File: config.mk
export PLATFORM = sky130hd
export DESIGN_NAME = my8cpu_in_arbiter
export DESIGN_NICKNAME = d
export VERILOG_FILES = /design/src/rtl/my8cpu_pkg.sv /design/src/rtl/my8cpu_rr_pick.sv /design/src/rtl/my8cpu_in_arbiter.sv
export SDC_FILE = /design/constraint.sdc
export NUM_CORES = 1
export LEC_CHECK = 0
export CORE_ASPECT_RATIO = 0.8
export CORE_MARGIN = 4
export CORE_UTILIZATION = 34
export DETAILED_ROUTE_END_ITERATION = 7
export MAX_ROUTING_LAYER = met4
export PLACE_DENSITY = 0.84
export SLEW_MARGIN = 20
export SYNTH_ARGS = -nofsm -noshare
export SYNTH_HDL_FRONTEND = slang
export SYNTH_SLANG_ARGS = --single-unit
File: constraint.sdc
create_clock -name clock -period 1.8 [get_ports clock]
set_clock_uncertainty 0.15 [all_clocks]
set_input_delay 0.36 -clock clock [delete_from_list [all_inputs] [get_ports clock]]
set_output_delay 0.36 -clock clock [all_outputs]
set_load 0.1 [all_outputs]
File: src/rtl/my8cpu_pkg.sv
// Shared types and constants for the MY8CPU peripheral-side blocks.
package my8cpu_pkg;

  // Width of the MY8CPU IN/OUT data path.
  localparam int CPU_W = 8;

  // HOLD-state cycle limit used when the arbiter timeout is compiled in.
  localparam int ARB_TIMEOUT_DEFAULT = 255;

  typedef enum logic [1:0] {
    ARB_IDLE = 2'd0,
    ARB_HOLD = 2'd1,
    ARB_ACK  = 2'd2
  } arb_state_t;

  // Index width for n requesters; never below one bit.
  function automatic int idx_w(input int n);
    return (n > 1) ? $clog2(n) : 1;
  endfunction

endpackage

File: src/rtl/my8cpu_rr_pick.sv
// Combinational round-robin selector: returns the first asserted request
// at or after ptr, wrapping from N-1 back to 0 with an explicit compare so
// that N need not be a power of two.
module my8cpu_rr_pick #(
  parameter int N  = 4,
  parameter int IW = 2
) (
  input  logic [N-1:0]  req,
  input  logic [IW-1:0] ptr,
  output logic [IW-1:0] sel,
  output logic          any
);

  // Scan ptr, ptr+1, ... and keep only the first hit.
  always_comb begin
    int idx;
    sel = '0;
    any = 1'b0;
    idx = 0;
    for (int k = 0; k < N; k++) begin
      idx = int'(ptr) + k;
      if (idx >= N) begin
        idx = idx - N;
      end
      if (!any && req[idx]) begin
        any = 1'b1;
        sel = IW'(idx);
      end
    end
  end

endmodule

File: src/rtl/my8cpu_in_arbiter.sv
// Round-robin arbiter sharing the MY8CPU IN port between N_REQ requesters.
// Optional HOLD timeout is compiled in with `define MY8CPU_ARB_TIMEOUT_EN;
// without it timeout_err is tied low and no counter exists.
//
// Handshakes:
//   req[i]/ack[i]       : requester holds req[i] (with stable req_data slice)
//                         until a single-cycle ack[i], and drops req[i] on the
//                         edge that ends the ack cycle.
//   cpu_in_valid/cpu_rd : cpu_in is meaningful only while cpu_in_valid is
//                         high; cpu_rd high in such a cycle consumes the byte.
//                         cpu_rd outside HOLD is ignored.
// dbg_state exposes the FSM state (arb_state_t encoding) for observation.
module my8cpu_in_arbiter
  import my8cpu_pkg::*;
#(
  parameter int N_REQ   = 4,
  parameter int W       = CPU_W,
  parameter int TIMEOUT = ARB_TIMEOUT_DEFAULT
) (
  input  logic                       clock,
  input  logic                       Reset,
  input  logic [N_REQ-1:0]           req,
  input  logic [N_REQ*W-1:0]         req_data,
  output logic [N_REQ-1:0]           ack,
  output logic [W-1:0]               cpu_in,
  output logic                       cpu_in_valid,
  input  logic                       cpu_rd,
  output logic [idx_w(N_REQ)-1:0]    grant_id,
  output logic                       busy,
  output logic                       timeout_err,
  output logic [1:0]                 dbg_state
);

  localparam int IW = idx_w(N_REQ);

  arb_state_t         state_q, state_d;
  logic [IW-1:0]      ptr_q, ptr_d;
  logic [W-1:0]       data_q, data_d;
  logic               valid_q, valid_d;
  logic [N_REQ-1:0]   ack_q, ack_d;
  logic [IW-1:0]      grant_q, grant_d;
  logic               busy_q, busy_d;
  logic [IW-1:0]      pick_sel;
  logic               pick_any;
  logic [IW-1:0]      ptr_after;

`ifdef MY8CPU_ARB_TIMEOUT_EN
  localparam int CW = ($clog2(TIMEOUT + 1) > 8) ? $clog2(TIMEOUT + 1) : 8;
  logic [CW-1:0]      cnt_q, cnt_d;
  logic               tmo_q, tmo_d;
`endif

  my8cpu_rr_pick #(
    .N  (N_REQ),
    .IW (IW)
  ) u_pick (
    .req (req),
    .ptr (ptr_q),
    .sel (pick_sel),
    .any (pick_any)
  );

  // Priority moves to the requester just after the one last granted.
  assign ptr_after = (grant_q == IW'(N_REQ - 1)) ? '0 : grant_q + 1'b1;

  // Next-state and next-output decode; everything holds unless changed.
  always_comb begin
    state_d = state_q;
    ptr_d   = ptr_q;
    data_d  = data_q;
    valid_d = valid_q;
    grant_d = grant_q;
    busy_d  = busy_q;
    ack_d   = '0;
`ifdef MY8CPU_ARB_TIMEOUT_EN
    cnt_d   = cnt_q;
    tmo_d   = 1'b0;
`endif
    case (state_q)
      ARB_IDLE: begin
        if (pick_any) begin
          data_d  = req_data[pick_sel*W +: W];
          grant_d = pick_sel;
          valid_d = 1'b1;
          busy_d  = 1'b1;
          state_d = ARB_HOLD;
`ifdef MY8CPU_ARB_TIMEOUT_EN
          cnt_d   = '0;
`endif
        end
      end
      ARB_HOLD: begin
        if (cpu_rd) begin
          valid_d         = 1'b0;
          ack_d[grant_q]  = 1'b1;
          ptr_d           = ptr_after;
          state_d         = ARB_ACK;
        end
`ifdef MY8CPU_ARB_TIMEOUT_EN
        // A read in the terminal cycle takes precedence over the timeout.
        else if (cnt_q == CW'(TIMEOUT - 1)) begin
          valid_d = 1'b0;
          busy_d  = 1'b0;
          tmo_d   = 1'b1;
          ptr_d   = ptr_after;
          state_d = ARB_IDLE;
        end else begin
          cnt_d = cnt_q + 1'b1;
        end
`endif
      end
      ARB_ACK: begin
        busy_d  = 1'b0;
        state_d = ARB_IDLE;
      end
      default: begin
        state_d = ARB_IDLE;
      end
    endcase
  end

  // State and output registers; reset discards any latched transaction.
  always_ff @(posedge clock) begin
    if (Reset) begin
      state_q <= ARB_IDLE;
      ptr_q   <= '0;
      data_q  <= '0;
      valid_q <= 1'b0;
      ack_q   <= '0;
      grant_q <= '0;
      busy_q  <= 1'b0;
    end else begin
      state_q <= state_d;
      ptr_q   <= ptr_d;
      data_q  <= data_d;
      valid_q <= valid_d;
      ack_q   <= ack_d;
      grant_q <= grant_d;
      busy_q  <= busy_d;
    end
  end

`ifdef MY8CPU_ARB_TIMEOUT_EN
  // HOLD-cycle counter and the one-cycle timeout pulse.
  always_ff @(posedge clock) begin
    if (Reset) begin
      cnt_q <= '0;
      tmo_q <= 1'b0;
    end else begin
      cnt_q <= cnt_d;
      tmo_q <= tmo_d;
    end
  end

  assign timeout_err = tmo_q;
`else
  assign timeout_err = 1'b0;
`endif

  assign cpu_in       = data_q;
  assign cpu_in_valid = valid_q;
  assign ack          = ack_q;
  assign grant_id     = grant_q;
  assign busy         = busy_q;
  assign dbg_state    = state_q;

endmodule

==> results of run 1 <==
==> worst max path at each step <==
stage	startpoint	endpoint	slack, ns	depth (start not counted)
detailed placement	req[1]	cpu_in[0]	-0.67	6
CTS	ptr_q[0]	cpu_in[5]	0.004	5
finish	ptr_q[1]	cpu_in[3]	0.01	4
floorplan	req[2]	cpu_in[5]	-0.01	6
global placement	req[1]	cpu_in[5]	-0.55	6
global route	ptr_q[1]	cpu_in[7]	-0.03	6
==> cell families after synthesis <==
kind of cell	synth area share, %
mux	17.6
flops	39.1
other cells	0.366
compound gates	13.0
buf+inv	5.75
simple gates	19.3
fa+ha+maj	4.89
==> final cells by class <==
type | instances | area [µm²]
clock buffer | 4 | 66.3
sequential | 20 | 409
multi-input combinational | 79 | 636
inverter | 4 | 15.0
fill | 214 | 877
tap | 38 | 47.5
timing repair buffer | 63 | 778
==> worst register-to-register path, cell delays in order, from the launching register on <==
cell and delay (ns):
dfxtp_1 0.32, or4_4 0.63, nand2_8 0.17, mux2i_1 0.26
o221ai_1 0.13
==> flip-flops by register name, indices dropped and copies added, names as in the netlist <==
register      cells
ack               4
grant_id          2
cpu_in            8
busy              1
dbg_state         2
ptr_q             2
cpu_in_valid      1
==> cells in the final DEF, fill, tap and decap left out, types with 4 or more instances in the layout <==
cell type	Yosys	layout
nand2_1	10	10
buf_4	1	7
mux2i_2	0	4
dfxtp_2	0	4
a21oi_1	6	6
buf_12	1	18
nor2_1	10	10
mux2i_1	18	14
o221ai_1	8	7
clkdlybuf4s50_1	0	34
and2_1	4	4
inv_1	4	4
dfxtp_1	20	15
ha_1	4	4
==> where the power goes <==
part / switching [mW] / internal (mW) / total, mW
logic: 0.419 / 0.301 / 0.720
clock network: 0.148 / 0.241 / 0.389
registers: 0.0500 / 0.484 / 0.534
total: 0.618 / 1.03 / 1.64
==> stage by stage <==
stage               power [mW]  TNS [ns]  hold WS (ns)
finish                    1.64         0         0.353
global route              1.70    -0.141         0.365
CTS                       1.63         0         0.345
detailed placement        1.24     -5.90         0.325
global placement          1.22     -4.76         0.316
floorplan                0.945   -0.0487         0.383
==> metal layers <==
metal	track usage (%)	part of all wire, %	up-vias
met5	-	0	-
met4	4.74	2.0	0
met3	5.11	5.8	6
met2	29.5	52	46
met1	18.2	40	495
li1	-	-	503
==> timing repair <==
| action | CTS | global route |
|---|---|---|
| hold buffers | 0 | 0 |
| endpoints found under the setup margin | 9 | 8 |
| resized for setup | 16 | 9 |
| gates cloned | 1 | 0 |
| pin swaps | 2 | 0 |
| endpoints found under the hold margin | 0 | 0 |
==> metrics.cfg, run 1 <==
[grt]
grt-ovfl-total = 0
grt_usage_pct = 16.7
grt_pass1_vias = 1115
grt_pass1_wl_mm = 5.15
grt_antenna_before_repair = 0
grt_max_degree = 13

[critical_path]
critPathMaxFanout = 8
required_ns = 1.78
cp-end-kind = register
criticalPathCategory = register to register
critPathTopFamily = simple AND/OR/NAND/NOR gates
cp_data_arrival_time_ns = 1.77
r2r-end = cpu_in[3]
crit_chain = or4_4, nand2_8, mux2i_1, o221ai_1
reg2reg_from = ptr_q[1]
worst_r2r_path_depth = 4
reg2reg_slack_ns = 0.01
cpPeakStageDelay_ns = 0.63
cp_slowest_cell = or4_4
critPathBufInv = 0
critPathLaunchType = register

[yosys]
synth_fp_nets = 151
synth_common_cells = dfxtp_1, mux2i_1, nand2_1, nor2_1, o221ai_1
synth_top_cell_area_share_pct = 39.1
yosysUniqueCellTypes = 27
postSynthAreaPerCell_um2 = 9.48
synth_warnings = 0
async_flop_share_pct = 0
syn-cell-area_um2 = 1020
ys.flop_type = dfxtp_1
yosysSeqAreaShare_pct = 39.1
synth-seq-cells = 20
yosysMostFrequentCell = dfxtp_1
netlist_instances = 108
synth_edf_count = 0
synth.largest_area_cell = dfxtp_1
synth_area_leaders = dfxtp_1, mux2i_1, o221ai_1

[placed_design]
port_buffers = 56
place.gp.congestion = 0.816
dp.cells = 203
dp_slack_ns = -0.668
hpwl_mm = 2.51
placedInstanceArea_um2 = 1840

[sta]
hold_viol_final = 0
slew_viol_final = 0
worst_slack_ns = 0.0125
final.min_clock_period_ns = 1.79
max_freq_mhz = 559
post-route-period-util_pct = 99.3
rsz0062_at_grt = true
setup-violations-final = 0

[floorplan]
die_h_um = 57.1
die_x_um = 69.3
io_pins = 58
initial_core_util_pct = 36.2
std_cell_rows = 17
die_area_um2 = 3960
core_um2 = 2830

[drt]
vias = 1050
first_pass_iters = 4
viasPerCell = 5.05
drt_iter0_drc = 39
wl_mm = 3.34
drc = 0
ant_nets = 0
wire_per_inst_um = 16.1

[power_and_ir_drop]
p_leak_nw = 0.801
peakVddDrop_mv = 0.634
powerDensity_nw_per_um2 = 842

[cells_and_area]
final_util_pct = 69.0
postLayoutCellArea_um2 = 1950
num_antenna_cells = 0
finalNonFillerCells = 208
nNetsFinal = 214
syn_to_final_growth_pct = 90.7
drive_above_1_share_pct = 29.4

[clock_network]
insertion_delay_ns = 0.26
cts_setup_buffers = 0
clk_pin_slew_worst_paths_ns = 0.07
cts_max_level = 1
cts_made_buffers = 3
root_buffer = clkbuf_8
cts_tree = yes
clk_path_buf_depth = 2
cts_sinks = 20

[hold_path]
worstHoldEndpoint = dbg_state[0]
hp-class = register to register
worstHoldStart = dbg_state[1]
hold_depth = 1

[outcome]
status = completed

[flow_run]
cap_violations = 0

No activity file was read; power rests on OpenSTA's default activity.
==> run 2, diff against run 1 <==
- GPL_ROUTABILITY_DRIVEN: default -> 0
==> results of run 2 <==
Same layout as run 1: the final DEF is identical, and so are final timing and power.
